File: config.mk
export PLATFORM = sky130hd
export DESIGN_NAME = multi_transition_counter
export DESIGN_NICKNAME = d
export VERILOG_FILES = /design/src/rtl/transition_counter_pkg.sv /design/src/rtl/edge_counter_channel.sv /design/src/rtl/multi_transition_counter.sv
export SDC_FILE = /design/constraint.sdc
export NUM_CORES = 1
export LEC_CHECK = 0
export CELL_PAD_IN_SITES_DETAIL_PLACEMENT = 1
export CELL_PAD_IN_SITES_GLOBAL_PLACEMENT = 1
export CORE_UTILIZATION = 45
export CTS_BUF_LIST = sky130_fd_sc_hd__clkbuf_4
export DETAILED_ROUTE_END_ITERATION = 8
export HOLD_SLACK_MARGIN = 0.12
export PLACE_DENSITY_LB_ADDON = 0.1
export SKIP_CTS_REPAIR_TIMING = 1
export SYNTH_ARGS = -nofsm -noshare
export SYNTH_HDL_FRONTEND = slang
export SYNTH_SLANG_ARGS = --single-unit
File: constraint.sdc
create_clock -name clk -period 3.1 [get_ports clk]
set_input_delay 0.465 -clock clk [delete_from_list [all_inputs] [get_ports clk]]
set_output_delay 0.465 -clock clk [all_outputs]
set_load 0.01 [all_outputs]
File: src/rtl/transition_counter_pkg.sv
// Shared definitions for the multi-channel transition counter:
// edge-mode encodings and the polarity-select helper used by each channel.
package transition_counter_pkg;

  typedef enum logic [1:0] {
    EM_OFF  = 2'b00,
    EM_RISE = 2'b01,
    EM_FALL = 2'b10,
    EM_BOTH = 2'b11
  } edge_mode_e;

  // Bit 0 of the mode enables rising edges, bit 1 enables falling edges.
  function automatic logic edgeHit(input logic [1:0] mode, input logic rise, input logic fall);
    logic riseEn;
    logic fallEn;
    riseEn = ((mode & EM_RISE) == EM_RISE);
    fallEn = ((mode & EM_FALL) == EM_FALL);
    return (riseEn & rise) | (fallEn & fall);
  endfunction

endpackage

File: src/rtl/edge_counter_channel.sv
// One monitored channel: input synchroniser, priming, edge detection and a
// WIDTH-bit wrapping or saturating counter with a sticky overflow flag.
module edge_counter_channel
  import transition_counter_pkg::*;
#(
  parameter int WIDTH       = 16,
  parameter int SYNC_STAGES = 2,
  parameter int SATURATE    = 0
) (
  input  logic             clk_i,
  input  logic             reset_i,
  input  logic             in_i,
  input  logic [1:0]       edgeMode_i,
  input  logic             clr_i,
  output logic [WIDTH-1:0] count_o,
  output logic             ovf_o
);

  localparam logic [WIDTH-1:0] COUNT_MAX = '1;
  localparam logic [WIDTH-1:0] COUNT_ONE = WIDTH'(1);

  logic             syncOut;
  logic             syncValid;
  logic             prev_q;
  logic             primed_q;
  logic [WIDTH-1:0] count_q;
  logic [WIDTH-1:0] count_d;
  logic             ovf_q;
  logic             ovf_d;
  logic             rise;
  logic             fall;
  logic             hit;

  if (SYNC_STAGES == 0) begin : gNoSync
    assign syncOut   = in_i;
    assign syncValid = 1'b1;
  end else begin : gSync
    logic [SYNC_STAGES-1:0] syncChain_q;
    logic [SYNC_STAGES-1:0] fill_q;

    // Synchroniser chain plus a matching fill marker; the reset value of the
    // chain does not reflect the pin, so priming waits until the chain has refilled.
    always_ff @(posedge clk_i or posedge reset_i) begin
      if (reset_i) begin
        syncChain_q <= '0;
        fill_q      <= '0;
      end else begin
        syncChain_q[0] <= in_i;
        fill_q[0]      <= 1'b1;
        for (int k = 1; k < SYNC_STAGES; k++) begin
          syncChain_q[k] <= syncChain_q[k-1];
          fill_q[k]      <= fill_q[k-1];
        end
      end
    end

    assign syncOut   = syncChain_q[SYNC_STAGES-1];
    assign syncValid = fill_q[SYNC_STAGES-1];
  end

  // Edge detection and next count; clear beats a simultaneous hit.
  always_comb begin
    rise    = syncOut & ~prev_q;
    fall    = ~syncOut & prev_q;
    hit     = primed_q & edgeHit(edgeMode_i, rise, fall);
    count_d = count_q;
    ovf_d   = ovf_q;
    if (clr_i) begin
      count_d = '0;
      ovf_d   = 1'b0;
    end else if (hit) begin
      if (count_q == COUNT_MAX) begin
        ovf_d   = 1'b1;
        count_d = (SATURATE != 0) ? COUNT_MAX : '0;
      end else begin
        count_d = count_q + COUNT_ONE;
      end
    end
  end

  // Prime on the first valid synchronised sample, then track prev every cycle.
  always_ff @(posedge clk_i or posedge reset_i) begin
    if (reset_i) begin
      prev_q   <= 1'b0;
      primed_q <= 1'b0;
      count_q  <= '0;
      ovf_q    <= 1'b0;
    end else begin
      if (syncValid) begin
        prev_q   <= syncOut;
        primed_q <= 1'b1;
      end
      count_q <= count_d;
      ovf_q   <= ovf_d;
    end
  end

  assign count_o = count_q;
  assign ovf_o   = ovf_q;

endmodule

File: src/rtl/multi_transition_counter.sv
// N-channel transition counter: one edge_counter_channel per input, a
// registered read port selected by rd_sel, and a registered overflow summary.
module multi_transition_counter
  import transition_counter_pkg::*;
#(
  parameter int N_CH        = 4,
  parameter int WIDTH       = 16,
  parameter int SYNC_STAGES = 2,
  parameter int SATURATE    = 0,
  localparam int SEL_W      = (N_CH > 1) ? $clog2(N_CH) : 1
) (
  input  logic             clk,
  input  logic             reset,
  input  logic [N_CH-1:0]  in,
  input  logic [1:0]       edge_mode,
  input  logic [N_CH-1:0]  clr,
  input  logic [SEL_W-1:0] rd_sel,
  output logic [WIDTH-1:0] rd_data,
  output logic             rd_ovf,
  output logic             ovf_any
);

  logic [WIDTH-1:0] chCount [N_CH];
  logic [N_CH-1:0]  chOvf;
  logic [WIDTH-1:0] rdData_d;
  logic [WIDTH-1:0] rdData_q;
  logic             rdOvf_d;
  logic             rdOvf_q;
  logic             ovfAny_q;
  logic [31:0]      selExt;

  for (genvar i = 0; i < N_CH; i++) begin : gChan
    edge_counter_channel #(
      .WIDTH      (WIDTH),
      .SYNC_STAGES(SYNC_STAGES),
      .SATURATE   (SATURATE)
    ) uChan (
      .clk_i     (clk),
      .reset_i   (reset),
      .in_i      (in[i]),
      .edgeMode_i(edge_mode),
      .clr_i     (clr[i]),
      .count_o   (chCount[i]),
      .ovf_o     (chOvf[i])
    );
  end

  assign selExt = {{(32-SEL_W){1'b0}}, rd_sel};

  // Read mux; a select beyond the last channel reads as zero.
  always_comb begin
    rdData_d = '0;
    rdOvf_d  = 1'b0;
    for (int i = 0; i < N_CH; i++) begin
      if (selExt == 32'(i)) begin
        rdData_d = chCount[i];
        rdOvf_d  = chOvf[i];
      end
    end
  end

  // Registered read port and overflow summary.
  always_ff @(posedge clk or posedge reset) begin
    if (reset) begin
      rdData_q <= '0;
      rdOvf_q  <= 1'b0;
      ovfAny_q <= 1'b0;
    end else begin
      rdData_q <= rdData_d;
      rdOvf_q  <= rdOvf_d;
      ovfAny_q <= |chOvf;
    end
  end

  assign rd_data = rdData_q;
  assign rd_ovf  = rdOvf_q;
  assign ovf_any = ovfAny_q;

endmodule

==> flow_metrics.env <==
export IMPL_leakage_nw=2.32
export IMPL_port_buffers=31
export IMPL_viasPerCell=6.31
export IMPL_synth_cell_area_sq_um=5280
export IMPL_vdd_ir_drop_max_uv=266
export IMPL_final_nets=532
export IMPL_required_ns=3.49
export IMPL_total_power_mw=2.26
export IMPL_gp_congestion=0.801
export IMPL_synth_cell_types=65
export IMPL_skew_ns=0.0218
export IMPL_critical_path_arrival_ns=2.65
export IMPL_synth_mux_area_frac=0.0867
export IMPL_clk_path_buf_depth=2
export IMPL_hold_violations=0
export IMPL_root_buffer="clkbuf_4"
export IMPL_critPathLaunchType="register"
export IMPL_synth_adder_area_share=0.00947
export IMPL_via_count=4183
export IMPL_syn_inst=495
export IMPL_clock_sinks=101
export IMPL_timing_setup_tns_ns=0
export IMPL_grt_total_usage=0.255
export IMPL_drtPass1Iterations=5
export IMPL_synthXorXnorAreaFrac=0.0232
export IMPL_drt_iter0_markers=282
export IMPL_outcome="finished, final reports clean"
export IMPL_core_sq_um=11400
export IMPL_syn_avg_cell_area_sq_um=10.7
export IMPL_synth_async_reset_ratio=1.00
export IMPL_clkLatencyLatePin_ns=0.50
export IMPL_synth_top_family_by_area="simple AND/OR/NAND/NOR gates"
export IMPL_io_pins=32
export IMPL_cts_made_buffers=9
export IMPL_num_rows=39
export IMPL_synth_edf_count=0
export IMPL_holdWs_ns=0.370
export IMPL_dp_cells=646
export IMPL_yosys_warnings=0
export IMPL_slew_headroom=0.463
export IMPL_synth_compound_area_frac=0.143
export IMPL_setup_viol=0
export IMPL_synthesis_nets=513
export IMPL_max_freq_mhz=442
export IMPL_slew_viol_final=0
export IMPL_post_place_ws_ns=0.573
export IMPL_synth_top_area_frac=0.478
export IMPL_die_y_microns=110
export IMPL_yosys_top_cells_area="dfrtp_1 48%, mux4_2 6.4%, a21oi_1 3.3%, nand3_1 2.7%, nand2_1 2.6%"
export IMPL_dieArea_sq_um=12200
export IMPL_grt_pass1_vias=4218
export IMPL_grt_pass1_wl_mm=22.8
export IMPL_path_clk_slew_ns=0.18
export IMPL_power_density_nw_per_um2=389
export IMPL_grt_max_degree=102
export IMPL_cts_tree="built"
export IMPL_routed_wl_mm=14.2
export IMPL_grt_overflow_total=0
export IMPL_drive_gt1_frac=0.127
export IMPL_htreeDepth=3
export IMPL_synth_cells_most_frequent="101 x dfrtp_1, 37 x nand2_1, 35 x a21oi_1, 29 x nand3_1, 25 x nor2_1"
export IMPL_synth_most_common_cell="dfrtp_1"
export IMPL_ys_seq_elements=101
export IMPL_synthFlopType="dfrtp_1"
export IMPL_dpl_hpwl_mm=10.5
export IMPL_final_min_clock_period_ns=2.26
export IMPL_synthSimpleGateAreaFrac=0.220
export IMPL_area_growth_pct=10.1
export IMPL_rsz0062_at_grt="false"
export IMPL_fin_ws_ns=0.840
export IMPL_yosys_area_top_type="dfrtp_1"
export IMPL_post_route_drc_count=0
export IMPL_worst_slew_pin_transition_ns=0.796
export IMPL_maxCapViolations=0
export IMPL_seq_area_frac_synth=0.478
export IMPL_hold_class="reg -> reg"
export IMPL_initial_core_util=0.463
export IMPL_crit_fanout=7
export IMPL_crit_type="reg -> reg"
export IMPL_wl_per_cell_microns=21.4
export IMPL_die_x_microns=110
export IMPL_setup_worst_path_end_class="register"
export IMPL_antenna_found_initial=1
export IMPL_ant_nets=0
export IMPL_min_period_over_period=0.729
export IMPL_final_cell_count_no_fill=663
## layer usage
layer,vias to the layer above,track usage,wire length (microns)
li1,1927,-,-
met1,2156,0.340,6420
met2,84,0.420,6990
met3,16,0.0529,560
met4,0,0.0752,225
met5,-,0,0
## path summary, 6_finish.rpt
path | start | to | slack [ns] | depth (start not counted)
worst max-delay path | gChan[3].uChan.count_o[0] | gChan[3].uChan.count_o[5] | 0.84 | 5
worst min register to register | gChan[0].uChan.gSync.syncChain_q[0] | gChan[0].uChan.gSync.syncChain_q[1] | 0.37 | 0
worst min-delay path | gChan[0].uChan.gSync.syncChain_q[0] | gChan[0].uChan.gSync.syncChain_q[1] | 0.37 | 0
worst max register to register | gChan[3].uChan.count_o[0] | gChan[3].uChan.count_o[5] | 0.84 | 5
max in group asynchronous | reset | gChan[3].uChan.gSync.syncChain_q[1] | 2.23 | 3
min in group asynchronous | reset | gChan[2].uChan.count_o[10] | 0.46 | 3
## state kept, by name, summed over array words and instances, names as in the netlist
| register | cells |
|---|---|
| gChan.uChan.prev_q | 4 |
| gChan.uChan.gSync.fill_q | 2 |
| rd_data | 16 |
| gChan.uChan.count_o | 64 |
| gChan.uChan.ovf_o | 4 |
| ovf_any | 1 |
| gChan.uChan.primed_q | 1 |
| gChan.uChan.gSync.syncChain_q | 8 |
| rd_ovf | 1 |
## power breakdown
| group | internal (mW) | switching, mW | total (mW) |
|---|---|---|---|
| Combinational | 0.0829 | 0.124 | 0.207 |
| Sequential | 1.35 | 0.0322 | 1.38 |
| Clock | 0.183 | 0.492 | 0.675 |
| Total | 1.61 | 0.648 | 2.26 |
## critical path, stage by stage (launching register included)
cell and delay, ns:
dfrtp_1 0.46, ha_1 0.23, nand4_1 0.33, or4_1 0.74, o21bai_2 0.30, nor2_1 0.08
## through the flow
stage / utilization / area (sq um)
floorplan: - / 5290
global placement: 0.498 / 5680
detailed placement: 0.498 / 5680
CTS: 0.509 / 5810
global route: 0.509 / 5820
finish: 0.509 / 5820
## area by class of cell
class                      count  area [sq um]
fill                        1285          5600
multi-input combinational    350          2550
sequential                   101          2530
timing repair buffer          37           368
tap                          143           179
clock buffer                   9          67.6
clock inverter                 7          62.6
inverter                      15          60.1
antenna                        1          2.50
## layout by cell type, fill, tap and decap left out, types with 3 or more instances in the layout
cell,n
nand2b_1,4
ha_1,4
and4b_1,4
a31oi_1,5
a211oi_1,3
or4_1,13
clkdlybuf4s50_1,31
mux4_2,15
mux2_2,6
buf_4,5
xnor2_1,6
and2_1,3
nand3_1,29
inv_6,4
and4_1,11
nand3b_1,4
a21oi_1,35
nand4_1,12
xor2_1,8
nand4b_1,4
o32ai_1,8
o21ai_0,19
or2_2,6
inv_1,14
or3_1,16
o211ai_1,6
clkbuf_4,9
and3_1,9
dfrtp_1,101
o21ai_1,3
nor2_1,25
nand2_1,37
o31ai_1,5
o2111ai_1,6
## cells by family after synthesis
group                    count (synthesis)
AO/OA/AOI/OAI                          112
XOR/XNOR                                14
adder cells (fa/ha/maj)                  4
buffers and inverters                   44
flip-flops                             101
multiplexers                            23
other                                    1
AND/OR/NAND/NOR                        196
(Power assumes the default switching activity.)
